<file path="config.mk">
export PLATFORM = sky130hd
export DESIGN_NAME = pong_game_engine
export DESIGN_NICKNAME = d
export VERILOG_FILES = /design/src/rtl/pong_game_engine.sv
export SDC_FILE = /design/constraint.sdc
export NUM_CORES = 1
export LEC_CHECK = 0
export ABC_AREA = 0
export CAP_MARGIN = 10
export CORE_AREA = 2 2 105 107
export CTS_CLUSTER_SIZE = 40
export DETAILED_ROUTE_END_ITERATION = 8
export DIE_AREA = 0 0 107 109
export GPL_TIMING_DRIVEN = 0
export SKIP_CTS_REPAIR_TIMING = 1
export SYNTH_ARGS = -nofsm -noshare
export SYNTH_HDL_FRONTEND = slang
export SYNTH_SLANG_ARGS = --single-unit
</file>
<file path="constraint.sdc">
create_clock -name CLK_IN -period 3.9 [get_ports CLK_IN]
set_input_delay 0.78 -clock CLK_IN [delete_from_list [all_inputs] [get_ports CLK_IN]]
set_output_delay 0.78 -clock CLK_IN [all_outputs]
set_load 0.005 [all_outputs]
</file>
<file path="src/rtl/pong_game_engine.sv">
// pong_game_engine: frame-rate Pong state machine. It advances the ball, both paddles and the scores on a 20x15 cell grid.
//   CLK_IN       system clock
//   RST_N        asynchronous active-low reset
//   frame_tick   one-cycle pulse per video frame; all game updates happen on it
//   start        level; starts a new game from IDLE or GAMEOVER (sampled every cycle)
//   btn_up/down  player paddle controls (already synchronized and debounced)
//   ballX/ballY  ball cell (column / row)
//   playerPos    player paddle top row (column 0)
//   comPos       computer paddle top row (column W-1)
//   player_score, com_score  points per side
//   game_state   IDLE=0 SERVE=1 PLAY=2 POINT=3 GAMEOVER=4
module pong_game_engine #(
    parameter int W            = 20,
    parameter int H            = 15,
    parameter int PLAYER_SIZE  = 4,
    parameter int BALL_DIV     = 4,
    parameter int PAD_DIV      = 2,
    parameter int COM_DIV      = 3,
    parameter int SERVE_FRAMES = 60,
    parameter int POINT_FRAMES = 60,
    parameter int WIN_SCORE    = 9
) (
    input  logic       CLK_IN,
    input  logic       RST_N,
    input  logic       frame_tick,
    input  logic       start,
    input  logic       btn_up,
    input  logic       btn_down,
    output logic [4:0] ballX,
    output logic [3:0] ballY,
    output logic [3:0] playerPos,
    output logic [3:0] comPos,
    output logic [3:0] player_score,
    output logic [3:0] com_score,
    output logic [2:0] game_state
);
    typedef enum logic [2:0] {IDLE = 3'd0, SERVE = 3'd1, PLAY = 3'd2, POINT = 3'd3, GAMEOVER = 3'd4} state_t;

    localparam logic [3:0] PMAX = 4'(H - 1 - PLAYER_SIZE);
    localparam logic [3:0] HOME = 4'((H - 1 - PLAYER_SIZE) / 2);
    localparam logic [4:0] CX   = 5'(W / 2);
    localparam logic [3:0] CY   = 4'(H / 2);
    localparam logic [3:0] SMAX = 4'(WIN_SCORE);

    state_t     state_q, state_d;
    logic [4:0] ball_x_q, ball_x_d;
    logic [3:0] ball_y_q, ball_y_d, player_q, player_d, com_q, com_d;
    logic [3:0] pscore_q, pscore_d, cscore_q, cscore_d;
    // dx/dy: 1 means +1, 0 means -1; sdy remembers the last serve's dy so serves alternate
    logic       dx_q, dx_d, dy_q, dy_d, sdy_q, sdy_d;
    logic [7:0] ball_cnt_q, ball_cnt_d, pad_cnt_q, pad_cnt_d, com_cnt_q, com_cnt_d, frame_cnt_q, frame_cnt_d;

    logic       ball_step, pad_step, com_step, serve_done, point_done, moving, dy_n, hit_p, hit_c;
    logic [3:0] ny;
    logic [4:0] com_c;

    assign ball_step  = ball_cnt_q == 8'(BALL_DIV - 1);
    assign pad_step   = pad_cnt_q == 8'(PAD_DIV - 1);
    assign com_step   = com_cnt_q == 8'(COM_DIV - 1);
    assign serve_done = frame_cnt_q == 8'(SERVE_FRAMES - 1);
    assign point_done = frame_cnt_q == 8'(POINT_FRAMES - 1);
    assign moving     = frame_tick && (state_q == SERVE || state_q == PLAY);
    // Vertical bounce is resolved before the step so the ball never leaves the grid
    assign dy_n  = ((ball_y_q == 4'd0 && !dy_q) || (ball_y_q == 4'(H - 1) && dy_q)) ? ~dy_q : dy_q;
    assign ny    = dy_n ? ball_y_q + 4'd1 : ball_y_q - 4'd1;
    // Hit tests use the paddle positions held before this tick's paddle update
    assign hit_p = ny >= player_q && {1'b0, ny} <= {1'b0, player_q} + 5'(PLAYER_SIZE);
    assign hit_c = ny >= com_q && {1'b0, ny} <= {1'b0, com_q} + 5'(PLAYER_SIZE);
    assign com_c = {1'b0, com_q} + 5'(PLAYER_SIZE / 2);

    always_comb begin
        state_d     = state_q;
        ball_x_d    = ball_x_q;
        ball_y_d    = ball_y_q;
        player_d    = player_q;
        com_d       = com_q;
        pscore_d    = pscore_q;
        cscore_d    = cscore_q;
        dx_d        = dx_q;
        dy_d        = dy_q;
        sdy_d       = sdy_q;
        ball_cnt_d  = ball_cnt_q;
        pad_cnt_d   = pad_cnt_q;
        com_cnt_d   = com_cnt_q;
        frame_cnt_d = frame_cnt_q;
        if (frame_tick) begin
            ball_cnt_d  = ball_step ? 8'd0 : ball_cnt_q + 8'd1;
            pad_cnt_d   = pad_step ? 8'd0 : pad_cnt_q + 8'd1;
            com_cnt_d   = com_step ? 8'd0 : com_cnt_q + 8'd1;
            frame_cnt_d = frame_cnt_q + 8'd1;
        end
        if (moving && pad_step) begin
            if (btn_up && !btn_down && player_q != 4'd0)
                player_d = player_q - 4'd1;
            else if (btn_down && !btn_up && player_q != PMAX)
                player_d = player_q + 4'd1;
        end
        if (moving && com_step) begin
            if ({1'b0, ball_y_q} < com_c && com_q != 4'd0)
                com_d = com_q - 4'd1;
            else if ({1'b0, ball_y_q} > com_c && com_q != PMAX)
                com_d = com_q + 4'd1;
        end
        case (state_q)
            IDLE, GAMEOVER: begin
                if (start) begin
                    state_d  = SERVE;
                    pscore_d = 4'd0;
                    cscore_d = 4'd0;
                    ball_x_d = CX;
                    ball_y_d = CY;
                    player_d = HOME;
                    com_d    = HOME;
                    dx_d     = 1'b1;
                    dy_d     = 1'b1;
                    sdy_d    = 1'b1;
                end
            end
            SERVE: state_d = (frame_tick && serve_done) ? PLAY : SERVE;
            PLAY: begin
                if (frame_tick && ball_step) begin
                    dy_d     = dy_n;
                    ball_y_d = ny;
                    ball_x_d = dx_q ? ball_x_q + 5'd1 : ball_x_q - 5'd1;
                    if (!dx_q && ball_x_q == 5'd1) begin
                        dx_d     = hit_p;
                        ball_x_d = hit_p ? 5'd2 : 5'd0;
                        cscore_d = hit_p ? cscore_q : cscore_q + 4'd1;
                        state_d  = hit_p ? PLAY : POINT;
                    end else if (dx_q && ball_x_q == 5'(W - 2)) begin
                        dx_d     = !hit_c;
                        ball_x_d = hit_c ? 5'(W - 3) : 5'(W - 1);
                        pscore_d = hit_c ? pscore_q : pscore_q + 4'd1;
                        state_d  = hit_c ? PLAY : POINT;
                    end
                end
            end
            POINT: begin
                if (frame_tick && point_done) begin
                    if (pscore_q == SMAX || cscore_q == SMAX) begin
                        state_d = GAMEOVER;
                    end else begin
                        state_d  = SERVE;
                        ball_x_d = CX;
                        ball_y_d = CY;
                        // Ball frozen in column 0 means the player conceded: serve toward the player
                        dx_d     = ball_x_q != 5'd0;
                        sdy_d    = ~sdy_q;
                        dy_d     = ~sdy_q;
                    end
                end
            end
            default: state_d = IDLE;
        endcase
        if (state_d != state_q) begin
            ball_cnt_d  = 8'd0;
            pad_cnt_d   = 8'd0;
            com_cnt_d   = 8'd0;
            frame_cnt_d = 8'd0;
        end
    end

    always_ff @(posedge CLK_IN or negedge RST_N) begin
        if (!RST_N) begin
            state_q     <= IDLE;
            ball_x_q    <= CX;
            ball_y_q    <= CY;
            player_q    <= HOME;
            com_q       <= HOME;
            pscore_q    <= 4'd0;
            cscore_q    <= 4'd0;
            dx_q        <= 1'b1;
            dy_q        <= 1'b1;
            sdy_q       <= 1'b1;
            ball_cnt_q  <= 8'd0;
            pad_cnt_q   <= 8'd0;
            com_cnt_q   <= 8'd0;
            frame_cnt_q <= 8'd0;
        end else begin
            state_q     <= state_d;
            ball_x_q    <= ball_x_d;
            ball_y_q    <= ball_y_d;
            player_q    <= player_d;
            com_q       <= com_d;
            pscore_q    <= pscore_d;
            cscore_q    <= cscore_d;
            dx_q        <= dx_d;
            dy_q        <= dy_d;
            sdy_q       <= sdy_d;
            ball_cnt_q  <= ball_cnt_d;
            pad_cnt_q   <= pad_cnt_d;
            com_cnt_q   <= com_cnt_d;
            frame_cnt_q <= frame_cnt_d;
        end
    end

    assign ballX        = ball_x_q;
    assign ballY        = ball_y_q;
    assign playerPos    = player_q;
    assign comPos       = com_q;
    assign player_score = pscore_q;
    assign com_score    = cscore_q;
    assign game_state   = state_q;
endmodule

</file>
After elaboration in Yosys (flattened, before gate mapping)
Index checks and enable logic that the tools add are counted.
{ "op_classes": {"addsub": 17, "magnitude_cmp": 6, "eq_ne": 26, "mux": 70, "bitwise": 2, "reduce_logical": 40} }
{ "op_table": {"columns": ["cell", "n"], "rows": [
  ["4-bit two-way mux", 23],
  ["8-bit two-way mux", 11],
  ["5-bit two-way mux", 7],
  ["8-bit by 1-bit adder with 8-bit output, second input constant", 4],
  ["4-bit by 1-bit adder with 4-bit output, second input constant", 5],
  ["3-bit two-way mux", 6],
  ["1-bit logical AND", 17],
  ["8-bit by 2-bit equality test with 1-bit output, second input constant", 2],
  ["4-bit case mux with 2 select lines", 2],
  ["5-bit case mux with 3 select lines", 1],
  ["4-bit equality test, second input constant", 3],
  ["1-bit two-way mux", 12],
  ["2-bit != test, second input constant", 6],
  ["3-bit case mux with 4 select lines", 1],
  ["4-bit case mux with 3 select lines", 1],
  ["6-bit AND reduction", 2],
  ["4-bit by 1-bit subtractor with 4-bit output, second input constant", 3],
  ["4-bit by 3-bit adder with 5-bit output, second input constant", 2],
  ["4-bit by 5-bit less-or-equal comparator with 1-bit output", 2],
  ["5-bit AND reduction", 2],
  ["8-bit by 1-bit equality test with 1-bit output, second input constant", 1],
  ["8-bit by 6-bit equality test with 1-bit output, second input constant", 1],
  ["4-bit greater-or-equal comparator", 2],
  ["4-bit != test, second input constant", 2],
  ["other kinds (27)", 43]
]} }
{ "word_totals": {"reg_bits": 63, "in_bits": 6, "out_inout_bits": 28, "wordCells": 175} }

Depth between registers and ports, before layout
{ "depth": {"ltp_word": 14, "depth_mapped": 17} }

Least setup slack after synthesis
OpenSTA, ideal clock, no wires.
{ "synth_path": {"path_kind": "flip-flop to flip-flop", "from": "reg ball_y_q[2] (netlist: ballY[2])", "to": "reg com_cnt_q[7]", "arrival_ps": 3609, "required_time_ps": 3814, "slack_ps": 205, "path_stages_with_launch": 17, "path_buffers": 2, "path_cell_list": "dfstp_2 -> clkbuf_1 -> and3_1 -> o21ai_0 -> and2_1 -> ha_1 -> o21ai_0 -> a21oi_1 -> a211o_1 -> ha_1 -> nor2b_1 -> o21a_1 -> o31ai_1 -> a21o_1 -> a211oi_2 -> buf_4 -> nor3_1"} }
{ "synth_via": {"elab_chain_len": 14} }
{ "synth_rtl": {"columns": ["element", "line", "source"], "rows": [
  ["start: declaration", "47", "logic [3:0] ball_y_q, ball_y_d, player_q, player_d, com_q, com_d;"],
  ["start signal: assignment", "182", "ball_y_q <= ball_y_d;"],
  ["4-bit equality test or 4-bit logical NOT (tied branches)", "64", "assign dy_n = ((ball_y_q == 4'd0 && !dy_q) || (ball_y_q == 4'(H - 1) && dy_q)) ? ~dy_q : dy_q;"],
  ["1-bit logical AND", "64", null],
  ["1-bit logical OR", "64", null],
  ["1-bit two-way mux", "64", null],
  ["4-bit two-way mux *", "65", "assign ny = dy_n ? ball_y_q + 4'd1 : ball_y_q - 4'd1;"],
  ["4-bit by 5-bit less-or-equal comparator with 1-bit output or 4-bit greater-or-equal comparator (tied branches)", "68", "assign hit_c = ny >= com_q && {1'b0, ny} <= {1'b0, com_q} + 5'(PLAYER_SIZE);"],
  ["1-bit logical AND", "68", null],
  ["1-bit two-way mux", "134", "state_d = hit_c ? PLAY : POINT;"],
  ["3-bit two-way mux", "130", "end else if (dx_q && ball_x_q == 5'(W - 2)) begin"],
  ["3-bit two-way mux *", "125", "if (!dx_q && ball_x_q == 5'd1) begin"],
  ["3-bit two-way mux *", "121", "if (frame_tick && ball_step) begin"],
  ["3-bit case mux with 4 select lines *", "104", "case (state_q)"],
  ["3-bit != test *", "155", "if (state_d != state_q) begin"],
  ["8-bit two-way mux or 2-bit nonzero test (tied branches)", null, null],
  ["end signal: assignment", "192", "com_cnt_q <= com_cnt_d;"],
  ["end: declaration", "51", "logic [7:0] ball_cnt_q, ball_cnt_d, pad_cnt_q, pad_cnt_d, com_cnt_q, com_cnt_d, frame_cnt_q, frame_cnt_d;"]
]} }
Mark *: on every way between the ends. The rest lies on a longest branch, timed or not.
A chain may end at the register's enable or synchronous reset.

Worst setup path after layout
{ "layout_path": {"from": "reg ball_y_q[2] (netlist: ballY[2])", "to": "reg pad_cnt_q[7]"} }
{ "layout_via": {"elab_chain_len": 14} }
{ "layout_rtl": {"columns": ["element", "line", "source"], "rows": [
  ["4-bit equality test or 4-bit logical NOT (tied branches)", "64", null],
  ["1-bit logical AND", "64", null],
  ["1-bit logical OR", "64", null],
  ["1-bit two-way mux", "64", null],
  ["4-bit two-way mux *", "65", null],
  ["4-bit by 5-bit less-or-equal comparator with 1-bit output or 4-bit greater-or-equal comparator (tied branches)", "68", null],
  ["1-bit logical AND", "68", null],
  ["1-bit two-way mux", "134", null],
  ["3-bit two-way mux", "130", null],
  ["3-bit two-way mux *", "125", null],
  ["3-bit two-way mux *", "121", null],
  ["3-bit case mux with 4 select lines *", "104", null],
  ["3-bit != test *", "155", null],
  ["8-bit two-way mux or 2-bit nonzero test (tied branches)", null, null],
  ["end signal: assignment", "191", "pad_cnt_q <= pad_cnt_d;"],
  ["end: declaration", "51", null]
]} }
Marked as above.

==> summary.txt <==
Outcome
  • Status: finished, final reports clean

Setup path
  • Startpoint Class: flop
  • Worst r2r dst: pad_cnt_q[7]$_DFFE_PN0P_
  • R2r worst-path depth: 17
  • Setup CP Type: flop to flop
  • Worst Path Arrival: 3.91 ns
  • Worst Setup SP: ballY[2]$_DFFE_PN1P_
  • Flop2flop setup slack: 0.25 ns
  • CP Capture Type: flop
  • CP Max Fanout: 10
  • R2R Path Start: ballY[2]$_DFFE_PN1P_
  • CP endpoint: pad_cnt_q[7]$_DFFE_PN0P_
  • Worst path required time: 4.16 ns

STA
  • Min cycle time layout: 3.65 ns
  • Final Cycle Share: 0.937
  • Max-slew violations: 0
  • RSZ-0062 raised after global routing: no
  • Max Clk Rate: 274 MHz
  • Worst Max-Slew Pin Slew: 0.885 ns
  • Clock Skews: 0.0106 ns
  • Final Setup Violations: 0
  • Final setup TNS: 0 ns
  • Final-report hold violation count: 0
  • Relative slew slack: 0.406
  • Worst hold slack: 0.531 ns

Pwr
  • Pwr/cell area: 722 mW/mm²
  • Max VDD drop: 0.322 mV
  • Total power: 0.00382 W
  • Leakage power: 2.24 nW

Routing
  • Drt first pass iters: 4
  • Iter 0 DRT Violations: 211
  • Antenna-violating nets left: 0
  • Wire length per cell: 15.2 µm
  • Vias per cell: 5.36
  • Vias post-DR: 3635
  • DRC Markers: 0
  • WL final: 10.3 mm

Clocking
  • CTS Sinks: 63
  • H-Tree Depth: 3
  • Num CTS Buffers: 9
  • Reg clk slew, reported paths: 0.08 ns
  • Clk root buf: clkbuf_8
  • Clk buf depth: 2
  • CTS tree: done
  • Clk_lat worst skew: 0.35 ns

GRT
  • Vias in the first global route: 3533
  • First-pass GRT wire length: 16.9 mm
  • Initial antenna violation count: 0
  • Grt ovf: 0
  • Global Route Usage Sum: 0.184
  • Pin count of the biggest net entering global routing: 64

Floorplanning
  • Die Y: 109 µm
  • Core area: 0.0106 mm²
  • IO Pins: 34
  • Die Width: 107 µm
  • Initial Util: 0.416
  • # rows: 38
  • Die footprint: 0.0117 mm²

Placement
  • Post-DP HPWL: 7.44 mm
  • Placed standard-cell area: 0.00491 mm²
  • Placed Cells: 658
  • Port bufs: 33
  • Final GP Congestion: 0.830

Layout
  • Final nets: 586
  • Diode count: 0
  • Layout cells sized above 1: 0.119
  • Syn-to-layout area delta: 20.1%
  • Most frequent cells in the layout: dfrtp_1 (51), ha_1 (44), nand2_1 (39), nor2_1 (39), clkdlybuf4s50_1 (32)
  • Commonest non-fill, non-tap cell in the layout: dfrtp_1
  • Post-Layout Inst Area: 0.00529 mm²
  • Post-Layout Cell Count: 678

Logic synthesis
  • Asr flop ratio synth: 1.00
  • Post-synth EDFFs: 0
  • Net count after synthesis: 538
  • Syn Std Cell Area: 0.00441 mm²
  • FF+latch count, synth: 63
  • Top FF cell, synth: dfrtp_1
  • Sequential share of the synthesized area: 0.361
  • Cell count after synthesis: 485
  • Synth Area per Inst: 9.09 µm²
  • Synth warnings: 0
  • Synth unique cells: 62

Job
  • Max cap viols: 0

Hold path
  • Hold crit path type: primary input to asynchronous set/reset pin
-- Yosys cell counts, drive strengths merged, types with 9 or more instances --
master	instances	area (µm²)
dfrtp	51	1280
ha	47	588
nand2	40	153
nor2	39	146
nor3	34	170
a21oi	23	115
inv	22	82.6
o21ai	20	100
xor2	18	158
nand4	16	100
xnor2	16	140
clkbuf	15	56.3
nand3	13	65.1
dfstp	12	315
nor2b	10	62.6
a31oi	9	56.3
mux2i	9	90.1
-- state kept, by name, indices dropped and copies added (netlist names), 5 cells and up --
| register | cells |
|---|---|
| frame_cnt_q | 8 |
| pad_cnt_q | 8 |
| ball_cnt_q | 8 |
| com_cnt_q | 8 |
| ballX | 5 |
-- critical path: stages (launching register included) --
cell and delay (ns):
dfstp_2 0.58, buf_6 0.15, and3_1 0.18, o21ai_1 0.07, and2_1 0.16, ha_4 0.18, o21ai_1 0.12, a21oi_1 0.09
a211o_2 0.37, ha_4 0.31, nor2b_1 0.05, o21a_1 0.20, o31ai_4 0.30, a21o_1 0.22, a211oi_4 0.07, buf_4 0.19
buf_6 0.14, nor3_1 0.19
-- layer usage --
layer  global-route usage  part of all wire
met5                    0                 0
met4               0.0733             0.016
met3               0.0287             0.025
met2                0.312              0.49
met1                0.235              0.47
-- final cells by class --
cell class,instances,area [µm²]
Fill cell,998,5310
Multi-Input combinational cell,379,2750
Sequential cell,63,1590
Timing Repair Buffer,40,380
Clock buffer,15,206
Tap cell,140,175
Buffer,18,101
Inverter,22,82.6
Clock inverter,1,7.51
-- power by group --
| group | internal (W) | total, W | switching [W] | leakage (nW) |
|---|---|---|---|---|
| Clock | 0.000336 | 0.000596 | 0.000260 | 0.108 |
| Sequential | 0.000877 | 0.00113 | 0.000248 | 0.795 |
| Combinational | 0.000997 | 0.00210 | 0.00110 | 1.34 |
| Total | 0.00221 | 0.00382 | 0.00161 | 2.24 |
-- how the worst min path moves through the flow --
| stage | slack [ns] | depth (start not counted) | startpoint | endpoint |
|---|---|---|---|---|
| after floorplan | 0.48 | 0 | RST_N | ballX[0]$_DFFE_PN0P_ |
| after global placement | 0.51 | 1 | sdy_q$_DFFE_PN1P_ | sdy_q$_DFFE_PN1P_ |
| after detailed placement | 0.52 | 1 | sdy_q$_DFFE_PN1P_ | sdy_q$_DFFE_PN1P_ |
| after CTS | 0.54 | 1 | player_score[3]$_DFFE_PN0P_ | player_score[3]$_DFFE_PN0P_ |
| after global routing | 0.56 | 1 | player_score[3]$_DFFE_PN0P_ | player_score[3]$_DFFE_PN0P_ |
| final | 0.53 | 1 | RST_N | frame_cnt_q[3]$_DFFE_PN0P_ |
-- per-stage QoR --
step,utilization,worst slack [ns]
after floorplan,-,0.205
after global placement,0.463,-0.315
after detailed placement,0.463,-0.454
after CTS,0.483,-0.505
after global routing,0.499,0.0259
final,0.499,0.246
-- cells by family after synthesis --
| family | count (synthesis) | synth area share |
|---|---|---|
| XOR/XNOR | 34 | 0.0676 |
| AND/OR/NAND/NOR | 198 | 0.235 |
| adder cells (fa/ha/maj) | 47 | 0.133 |
| multiplexers | 10 | 0.0230 |
| buffers and inverters | 43 | 0.0400 |
| flip-flops | 63 | 0.361 |
| AO/OA/AOI/OAI | 90 | 0.140 |
(Power assumes the default switching activity.)
